[src/rtl/reg_snapshot_pkg.sv]
// Shared types and constants for the register snapshot scanner.
package reg_snapshot_pkg;

  localparam int DEF_DATA_W   = 32;
  localparam int DEF_NUM_REGS = 13;
  localparam int DEF_CNT_W    = 16;
  localparam int ADDR_W       = 5;

  typedef enum logic [2:0] {
    ST_IDLE  = 3'd0,
    ST_COUNT = 3'd1,
    ST_READ  = 3'd2,
    ST_HOLD  = 3'd3,
    ST_DONE  = 3'd4
  } scan_state_e;

  // Scanner is armed or actively emitting words.
  function automatic logic is_busy_state(input scan_state_e st);
    return (st == ST_COUNT) || (st == ST_READ) || (st == ST_HOLD);
  endfunction

  // Register-file writes must be stalled while words are being read out.
  function automatic logic is_freeze_state(input scan_state_e st);
    return (st == ST_READ) || (st == ST_HOLD);
  endfunction

endpackage

[src/rtl/reg_snapshot_scanner_counter.sv]
// Delay counter: load latches the wait length (zero behaves as one) and
// clears the count; tc_o flags the final wait cycle. Counting stops at the
// terminal value, so the count can never wrap.
module snap_cycle_counter
  import reg_snapshot_pkg::*;
#(
  parameter int CNT_W = DEF_CNT_W
) (
  input  logic             clk_i,
  input  logic             rst_i,
  input  logic             load_i,
  input  logic             en_i,
  input  logic [CNT_W-1:0] end_count_i,
  output logic             tc_o
);

  localparam logic [CNT_W-1:0] ZERO_C = {CNT_W{1'b0}};
  localparam logic [CNT_W-1:0] ONE_C  = {{(CNT_W-1){1'b0}}, 1'b1};

  logic [CNT_W-1:0] cnt_r;
  logic [CNT_W-1:0] limit_r;
  logic             tc_s;

  assign tc_s = (cnt_r == (limit_r - ONE_C));
  assign tc_o = tc_s;

  // Latch the wait length on load, then advance once per enabled cycle.
  always_ff @(posedge clk_i or negedge rst_i) begin
    if (!rst_i) begin
      cnt_r   <= ZERO_C;
      limit_r <= ONE_C;
    end else if (load_i) begin
      cnt_r   <= ZERO_C;
      limit_r <= (end_count_i == ZERO_C) ? ONE_C : end_count_i;
    end else if (en_i && !tc_s) begin
      cnt_r   <= cnt_r + ONE_C;
    end else begin
      cnt_r   <= cnt_r;
    end
  end

endmodule

[src/rtl/reg_snapshot_scanner.sv]
// Register snapshot scanner: waits a programmed number of cycles, then
// freezes the register file and streams r0..NUM_REGS-1 out over a
// valid/ready port, one word per handshake.
module reg_snapshot_scanner
  import reg_snapshot_pkg::*;
#(
  parameter int DATA_W   = DEF_DATA_W,
  parameter int NUM_REGS = DEF_NUM_REGS,
  parameter int CNT_W    = DEF_CNT_W
) (
  input  logic              clk_i,
  input  logic              rst_i,
  input  logic              start_i,
  input  logic [CNT_W-1:0]  end_count_i,
  output logic [4:0]        rf_addr_o,
  input  logic [DATA_W-1:0] rf_data_i,
  output logic              freeze_o,
  output logic              snap_valid_o,
  input  logic              snap_ready_i,
  output logic [4:0]        snap_idx_o,
  output logic [DATA_W-1:0] snap_data_o,
  output logic              snap_last_o,
  output logic              busy_o,
  output logic              done_o
);

  localparam logic [ADDR_W-1:0] LAST_IDX_C = ADDR_W'(NUM_REGS - 1);

  scan_state_e       state_r;
  scan_state_e       state_nxt_s;
  logic              load_s;
  logic              tc_s;
  logic              handshake_s;
  logic              at_last_s;
  logic [ADDR_W-1:0] idx_r;
  logic [DATA_W-1:0] data_r;
  logic              valid_r;
  logic              last_r;
  logic              busy_r;
  logic              freeze_r;
  logic              done_r;

  assign handshake_s = valid_r && snap_ready_i;
  assign at_last_s   = (idx_r == LAST_IDX_C);

  snap_cycle_counter #(.CNT_W(CNT_W)) u_cnt (
    .clk_i       (clk_i),
    .rst_i       (rst_i),
    .load_i      (load_s),
    .en_i        (state_r == ST_COUNT),
    .end_count_i (end_count_i),
    .tc_o        (tc_s)
  );

  // State register.
  always_ff @(posedge clk_i or negedge rst_i) begin
    if (!rst_i) begin
      state_r <= ST_IDLE;
    end else begin
      state_r <= state_nxt_s;
    end
  end

  // Next-state decode; start_i only matters when idle or finished.
  always_comb begin
    state_nxt_s = state_r;
    load_s      = 1'b0;
    case (state_r)
      ST_IDLE, ST_DONE: begin
        if (start_i) begin
          load_s      = 1'b1;
          state_nxt_s = ST_COUNT;
        end else begin
          state_nxt_s = state_r;
        end
      end
      ST_COUNT: begin
        if (tc_s) begin
          state_nxt_s = ST_READ;
        end else begin
          state_nxt_s = ST_COUNT;
        end
      end
      ST_READ: begin
        state_nxt_s = ST_HOLD;
      end
      ST_HOLD: begin
        if (handshake_s) begin
          state_nxt_s = at_last_s ? ST_DONE : ST_READ;
        end else begin
          state_nxt_s = ST_HOLD;
        end
      end
      default: begin
        state_nxt_s = ST_IDLE;
      end
    endcase
  end

  // Index, captured word and status flags, all registered.
  always_ff @(posedge clk_i or negedge rst_i) begin
    if (!rst_i) begin
      idx_r    <= {ADDR_W{1'b0}};
      data_r   <= {DATA_W{1'b0}};
      valid_r  <= 1'b0;
      last_r   <= 1'b0;
      busy_r   <= 1'b0;
      freeze_r <= 1'b0;
      done_r   <= 1'b0;
    end else begin
      busy_r   <= is_busy_state(state_nxt_s);
      freeze_r <= is_freeze_state(state_nxt_s);
      done_r   <= (state_nxt_s == ST_DONE);
      case (state_r)
        ST_IDLE, ST_DONE: begin
          if (start_i) begin
            idx_r <= {ADDR_W{1'b0}};
          end
        end
        ST_READ: begin
          data_r  <= rf_data_i;
          valid_r <= 1'b1;
          last_r  <= at_last_s;
        end
        ST_HOLD: begin
          if (handshake_s) begin
            valid_r <= 1'b0;
            last_r  <= 1'b0;
            if (!at_last_s) begin
              idx_r <= idx_r + 5'd1;
            end
          end
        end
        default: begin
          idx_r <= idx_r;
        end
      endcase
    end
  end

  assign rf_addr_o    = idx_r;
  assign snap_idx_o   = idx_r;
  assign snap_data_o  = data_r;
  assign snap_valid_o = valid_r;
  assign snap_last_o  = last_r;
  assign busy_o       = busy_r;
  assign freeze_o     = freeze_r;
  assign done_o       = done_r;

endmodule

[config.mk]
export PLATFORM = sky130hd
export DESIGN_NAME = reg_snapshot_scanner
export DESIGN_NICKNAME = d
export VERILOG_FILES = /design/src/rtl/reg_snapshot_pkg.sv /design/src/rtl/reg_snapshot_scanner_counter.sv /design/src/rtl/reg_snapshot_scanner.sv
export SDC_FILE = /design/constraint.sdc
export NUM_CORES = 1
export LEC_CHECK = 0
export ABC_AREA = 1
export CORE_UTILIZATION = 30
export DETAILED_ROUTE_END_ITERATION = 12
export PLACE_DENSITY = 0.63
export SYNTH_ARGS = -nofsm -noshare
export SYNTH_HDL_FRONTEND = slang
export SYNTH_HIERARCHICAL = 1
export SYNTH_SLANG_ARGS = --single-unit
[constraint.sdc]
create_clock -name clk_i -period 2.26 [get_ports clk_i]
set_input_delay 0.226 -clock clk_i [delete_from_list [all_inputs] [get_ports clk_i]]
set_output_delay 0.226 -clock clk_i [all_outputs]
set_load 0.01 [all_outputs]
==> results of run 1 <==
==> area by class of cell <==
type                       count  area [um2]  area share
multi-input combinational    431        2300       0.379
inverter                      53         199      0.0328
clock inverter                 4        31.3     0.00515
clock buffer                  12         256      0.0422
timing repair buffer         115        1120       0.185
sequential                    77        1930       0.318
tap                          184         230      0.0379
==> registers in the layout, summed over array words and instances (netlist names) <==
| name | cells |
|---|---|
| freeze_o | 1 |
| snap_valid_o | 1 |
| busy_o | 1 |
| u_cnt/limit_r | 16 |
| u_cnt/cnt_r | 16 |
| done_o | 1 |
| rf_addr_o | 5 |
| state_r | 3 |
| snap_last_o | 1 |
| snap_data_o | 32 |
==> what timing repair did <==
item	4_1_cts	5_1_grt
setup buffers	0	7
hold endpoints to repair	38	0
resized for setup	0	26
hold buffers	1	0
setup endpoints to repair	0	20
==> Yosys cell counts, types with 2 or more instances <==
cell | n | area share
o31ai_1 | 2 | 0.0034
nor2_1 | 36 | 0.030
dfrtp_1 | 76 | 0.43
buf_4 | 6 | 0.010
nand3_1 | 32 | 0.036
xnor2_1 | 11 | 0.022
buf_2 | 13 | 0.015
nor3_1 | 5 | 0.0056
buf_1 | 2 | 0.0017
inv_1 | 47 | 0.040
clkbuf_1 | 4 | 0.0034
nand3_2 | 11 | 0.025
o21ai_0 | 8 | 0.0090
nand3b_1 | 6 | 0.010
inv_2 | 6 | 0.0051
nand2_1 | 237 | 0.20
xor2_1 | 18 | 0.035
nor2_4 | 8 | 0.020
nand2_2 | 5 | 0.0070
ha_1 | 4 | 0.011
nor4_1 | 6 | 0.0084
nand4_1 | 29 | 0.041
==> final timing paths <==
kind / from / to / slack, ns / cells past startpoint
worst min-delay path: rst_i / snap_data_o[24] / 0.40 / 2
worst max-delay path: u_cnt/limit_r[0] / busy_o / 0.09 / 14
worst min register to register: snap_data_o[9] / snap_data_o[9] / 0.47 / 2
worst max register to register: u_cnt/limit_r[0] / busy_o / 0.09 / 14
min in group clk_i: rf_data_i[6] / snap_data_o[6] / 0.42 / 3
max in group asynchronous: rst_i / u_cnt/limit_r[14] / 1.27 / 3
==> power breakdown <==
part           internal [mW]  leakage [nW]  switching, mW
clock network          0.808         0.131          0.592
logic                   1.55          1.87           1.99
registers               1.92         0.970          0.490
total                   4.28          2.97           3.07
==> routing by layer <==
layer | part of all wire | vias up | global-route usage
met4 | 0.0098 | 0 | 0.0422
met1 | 0.47 | 1846 | 0.202
met3 | 0.090 | 7 | 0.0701
met2 | 0.43 | 110 | 0.232
met5 | 0 | - | 0
li1 | - | 2055 | -
==> stage by stage <==
step	hold slack, ns	total power, mW	cells	TNS [ns]	setup WS [ns]
after floorplan	-0.0696	4.45	585	0	0.256
after global placement	0.249	5.71	849	0	0.109
after detailed placement	0.250	5.73	849	0	0.0549
after CTS	0.399	7.19	866	0	0.0359
after global routing	0.410	7.96	876	-0.0504	-0.0504
final	0.401	7.35	876	0	0.0869
==> cell families (layout without fill, tap and decap cells) <==
| group | after synthesis | after routing | share of synthesized area |
|---|---|---|---|
| compound gates | 13 | 13 | 0.0172 |
| xor+xnor | 29 | 29 | 0.0571 |
| fa+ha+maj | 4 | 4 | 0.0113 |
| buf+inv | 80 | 184 | 0.0802 |
| flops | 77 | 77 | 0.433 |
| simple gates | 382 | 385 | 0.401 |
==> results, run 1 <==
- The half-perimeter wire length after detailed placement is roughly 7900 um.
- The via count of the first global-routing pass came to 3758.
- The count of nets left with antenna violations after detail routing is 0.
- The share of final-layout standard cells stronger than drive strength 1 is 0.133.
- The H-tree depth is 3.
- The clock net in this run drives a total of 77 sinks.
- The clock passes through at most 2 buffers.
- The last weighted congestion value of the routability-driven placer is roughly 0.84.
- In this run the core area contains 44 standard-cell rows.
- Across the run, the number of max-cap violations was 0.
- In the layout the commonest cells are 234 x nand2_1, 97 x clkdlybuf4s50_1, 74 x dfrtp_1.
- After detailed placement, the total cell area comes to ~5600 um2.
- The iteration count of the initial detailed-routing pass is 5.
- The first global-routing pass estimated approximately 18000 um of wire.
- Traced cell by cell, the critical path runs through inv_2 > ha_4 > nand3_4 > nor2_4 > inv_1 > nor2_1 > nand2_1 > nand4_1 > nor4_2 > nand2_1 > nor2_2 > inv_1 > a21oi_2 > nand4_1.
- Entering global routing, the biggest net connects between 40 and 50 pins.
- Clock-pin slew was measured on the worst setup and hold paths at roughly 0.06 ns.
- The total DRC errors in the routed layout is 0.
- The kind of cell with the highest combined delay along the critical path is simple AND/OR/NAND/NOR gates.
- The most used flip-flop cell after synthesis is dfrtp_1.
- The post-synth net total is between 600 and 700.
- The largest driver fanout on the critical path is 6.
- Measured against its own limit, the worst slew margin works out to 0.445.
- The number of antenna violations at the first check in global routing was 0.
- The category of the worst setup path capture point is a flip-flop.
- Yosys mapped a number of flops with a built-in enable equal to 0.
- Using the TritonRoute via totals, the vias-per-cell ratio works out to about 4.6.
- The buffer cell driving the clock tree root is clkbuf_16.
- The via total after detailed routing is between 4000 and 5000.
- The area of the die is around 15000 um2.
- The post-synthesis instance area is 4450 um2.
- Once layout is done, the placed cells without fillers occupy roughly 6100 um2.
- Measured along the y axis, the die boundary spans between 100 and 150 um.
- The slew of the pin with the lowest slew margin is 0.831 ns.
- The most common library cell in the layout ignoring fill and taps is nand2_1.
- The growth of design area from synthesis to finish is 36.5%.
- Counting I/O delays and the setup requirement, the final critical path takes 2.17 ns.
- The static leakage power is 2.97 nW.
- The maximum ir drop on the vdd rail is 0.596 mV.
- The worst hold path belongs to the class in2async.
- The width of the chip is 124 um.
- The number of antenna cells inserted is 0.
- For this run, the slowest stage of the critical path takes about 0.54 ns.
- The initial cell density of the core is 0.307.
- The maximum clock frequency is around 460 MHz.
- The critical path contains buffers and inverters numbering 3 combined.
- The net count reported at finish is ~740.
- Among all stages on the critical path, the largest delay is contributed by dfstp_2.
- The synthesized netlist contains 35 unique library cells.
- The total area inside the core boundary comes to approximately 14000 um2.
- Buffers placed on the I/O ports in this run total 98.
- After synthesis, the share of flip-flops with an asynchronous set or reset is 1.00.
- The areal power density over the cells is between 1000 and 1500 nW/um2.
- The clock latency at the later pin of the worst-skew pair is between 0.3 and 0.4 ns.
- The number of max-slew violations in the final report is 0.
- STA classifies the critical path startpoint as a flip-flop.
- In the final routed layout, each cell accounts on average for between 10 and 15 um.
- The endpoint arrival time on the critical path is 2.38 ns.
- The number of hold violations in the final report came to 0.
- The worst setup path category is reg2reg.
- After global routing the overflow that remains totals 0.
- At the end of the flow the core is filled with cells to 0.419.
- The count of routing violations after the opening detailed-route iteration is between 200 and 250.
- TritonCTS built the clock tree.
- Synthesis produced roughly 590 cells.
- The worst path required time is between 2 and 2.5 ns.
- The mean area per synthesized cell is between 7 and 8 um2.
- After synthesis the netlist holds a flip-flop and latch count of 77.
- The layout filler cell count is between 1000 and 1500.
- Clock tree synthesis inserted a total of 9 buffers.
- The total of endpoints with negative setup slack in the final report is 0.
- The part of the cycle the worst path needs is 0.962.
- The top-level I/O count is 99.
- For this run, the number of Yosys warnings is 6.
- The run finished with clean final reports.
- The largest clock skew in the final design is between 0.007 and 0.008 ns.
- The share of the Yosys chip area taken by registers is 0.433.
- The total length of routed wires is ~11000 um.
- Across every metal layer, demand over resource in global routing totals 0.155.
Power figures use the tool's default switching activity.
==> run 2, diff against run 1 <==
Settings changed: PLACE_DENSITY 0.63 to 0.57.
Clock period 2.26 ns to 1.9 ns, I/O delays scaled along.
==> run 2 against run 1 <==
Against the previous run:
- fmax grew 5.2%
- routed wire length rose by 4.4%
- the flow now finishes with violations (setup timing)
- utilization is 1.1 points higher
- highest routed layer unchanged
- first-iteration DRC count shrank 13%
- clock power up 36%
- clock skew is essentially flat
- largest power group unchanged
- sequential share of layout area is 0.86 points lower
- global-route usage grew 0.93 points
- cell area increased by 2.7%
- non-clock buffer count grew 23
==> results, run 2 (synthesis results as in run 1) <==
- The count of nets left with antenna violations after detail routing is 0.
- The placement row count is between 40 and 50.
- The worst path required time is 2.12 ns.
- The first global-routing pass estimated about 20000 um of wire.
- The maximum number of pins on one net before global-route repair is 37.
- Once layout is complete, the cells apart from fillers number about 900.
- Wires add up to approximately 12000 um.
- The slew of the pin with the lowest slew margin is ~0.56 ns.
- In this run the standard cell core region covers between 10000 and 15000 um2.
- The placed instances occupy a cell area of ~6000 um2.
- The launch instance of the worst register-to-register path is u_cnt/limit_r[0].
- Routability-driven placement finished with a final weighted congestion of around 0.93.
- The count of routing violations after the opening detailed-route iteration is 181.
- Counting along the longest clock path gives a buffer depth of 2.
- The path category of the worst min-delay check is in2async.
- The share of final-layout standard cells stronger than drive strength 1 is 0.146.
- Across the run, the number of max-cap violations was 0.
- The total DRC errors in the routed layout is 0.
- The endpoint arrival time on the critical path is 2.29 ns.
- The post-layout instance area is around 6200 um2.
- The run finished, with violations left.
- On the final layout, the worst clock skew is around 0.0077 ns.
- The startpoint of the worst setup timing path is u_cnt/limit_r[0].
- Counting tap cells, the placed design contains a total of slightly below 900 instances.
- The maximum clock frequency is 484 MHz.
- The critical path startpoint category is a flip-flop.
- The tree built by TritonCTS fans out to between 70 and 80 sinks.
- The root buffer cell chosen for the clock tree is clkbuf_16.
- The number of max-slew violations in the final report is 0.
- In the layout the commonest cells are 235 x nand2_1, 97 x clkdlybuf4s50_1, 76 x dfrtp_1.
- TritonCTS built the clock tree.
- The H-tree depth is 3.
- The die is 124 um wide.
- The count of input and output buffers is 98.
- Setup repair after global routing could not meet its margin everywhere.
- The part of the cycle the worst path needs is 1.09.
- The worst setup slack after layout is -0.166 ns.
- The filler cells instantiated in the layout total between 1000 and 1500.
- VDD sags by at most 0.716 mV.
- The static leakage power is 3.08 nW.
- The footprint of the multi-input gates is ~2200 um2.
- In the final design database the tool counted between 700 and 800 nets.
- The worst setup path category is reg2reg.
- Compared with the post-synthesis result, the final layout area differs by 40.2%.
- The total clock buffers created by CTS is 9.
- Headroom to the max-slew limit came out at 0.626.
- The half-perimeter wire length after detailed placement is between 8000 and 9000 um.
- The via total after detailed routing is approximately 4100.
- After clock tree synthesis, the clock-pin slew on the worst setup and hold paths is around 0.06 ns.
- The smallest clock period supported by the final layout is computed as slightly above 2 ns.
- The number of hold violations in the final report is 0.
- The global router's overall resource usage is 0.165.
- The largest driver fanout on the critical path is 9.
- The category of the worst setup path capture point is a flip-flop.
- The later pin in the worst-skew pair is clocked with a latency of around 0.34 ns.
- The via count of the first global-routing pass came to between 4000 and 5000.
- The iteration count of the initial detailed-routing pass is 5.
- Global routing finished with a remaining overflow of 0.
- The top-level I/O count is 99.
- Power spread over the standard cell area amounts to between 1000 and 1500 nW/um2.
- Across the whole layout, storage elements account for 1930 um2.
- The total of endpoints with negative setup slack in the final report is 20.
- The register with the most flip-flops in the layout has 32 of them.
- The detailed-route vias per instance is 4.61.
- The number of antenna violations at the first check in global routing is 0.
- The vertical die dimension is 124 um.
- The number of antenna cells inserted is 0.
- In the final routed layout, each cell accounts on average for 13.1 um.
- The final reports fail on setup timing.
- For this configuration, the core starts out at a cell density of 0.307.
- The library cell used most frequently in the layout, excluding fill and tap cells, is nand2_1.
- The area of the die is between 15000 and 20000 um2.
- After routing, the total negative slack on setup checks comes to -2.72 ns.
-- run 2: cell count changes in the layout (fill, tap and decap cells not counted), sizes merged --
cell      previous run  this run
bufinv               0         2
buf                 17        40
clkbuf              12        10
clkinvlp             3         1
inv                 54        56
nand2              247       245
-- run 2: worst paths after layout --
kind / cells past startpoint / endpoint / slack [ns]
setup / recovery: 11 / u_cnt/cnt_r[8] / -0.17
max in group asynchronous: 3 / snap_data_o[8] / 1.03
setup reg to reg: 11 / u_cnt/cnt_r[8] / -0.17
min in group clk_i: 3 / snap_data_o[13] / 0.39
hold / removal: 2 / u_cnt/limit_r[8] / 0.27
hold reg to reg: 2 / snap_data_o[8] / 0.48
-- run 2: routing by layer --
metal / up-vias / share of wire / GRT usage
met5: - / 0 / 0
met4: 0 / 0.014 / 0.0505
met3: 11 / 0.060 / 0.0430
met2: 110 / 0.47 / 0.276
met1: 1927 / 0.45 / 0.206
li1: 2089 / - / -
-- run 2: layout make-up --
cell class | instances | area share
Clock buffer | 10 | 0.0367
Clock inverter | 6 | 0.0151
Inverter | 53 | 0.0323
Multi-Input combinational cell | 429 | 0.358
Sequential cell | 77 | 0.309
Tap cell | 184 | 0.0369
Timing Repair Buffer | 138 | 0.212
-- run 2: metrics by stage --
| step | power, mW | utilization | worst slack [ns] | hold WS, ns |
|---|---|---|---|---|
| after global routing | 9.85 | 0.431 | -0.294 | 0.319 |
| after global placement | 7.11 | 0.404 | -0.104 | 0.0841 |
| final | 9.10 | 0.431 | -0.166 | 0.271 |
| after CTS | 9.15 | 0.428 | -0.109 | 0.270 |
| after floorplan | 5.33 | - | 0.00299 | -0.106 |
| after detailed placement | 7.16 | 0.404 | -0.142 | 0.0861 |
-- run 2: report_power, final --
group / internal (mW) / total (mW) / switching [mW] / leakage [nW]
registers: 2.28 / 2.87 / 0.590 / 0.972
logic: 2.00 / 4.34 / 2.34 / 1.96
clock network: 1.17 / 1.90 / 0.732 / 0.154
total: 5.44 / 9.10 / 3.66 / 3.08
-- run 2: what timing repair did --
item                                   in CTS  in global routing
hold buffers                                1                  0
gates cloned                                0                  1
setup buffers                               0                  0
endpoints found under the hold margin      17                  0
pin swaps                                   3                  5
resized for setup                           7                  5
setup endpoints to repair                  20                 20
-- run 2: critical path, stage by stage (launching register included) --
cell and delay (ns):
dfstp_2 0.55, inv_4 0.05, ha_4 0.17, nand3_4 0.10, nor2_4 0.05, xor2_1 0.18
nand3_1 0.16, nor3_4 0.23, nand2_4 0.16, buf_12 0.18, nand4_1 0.06, nand2_1 0.06
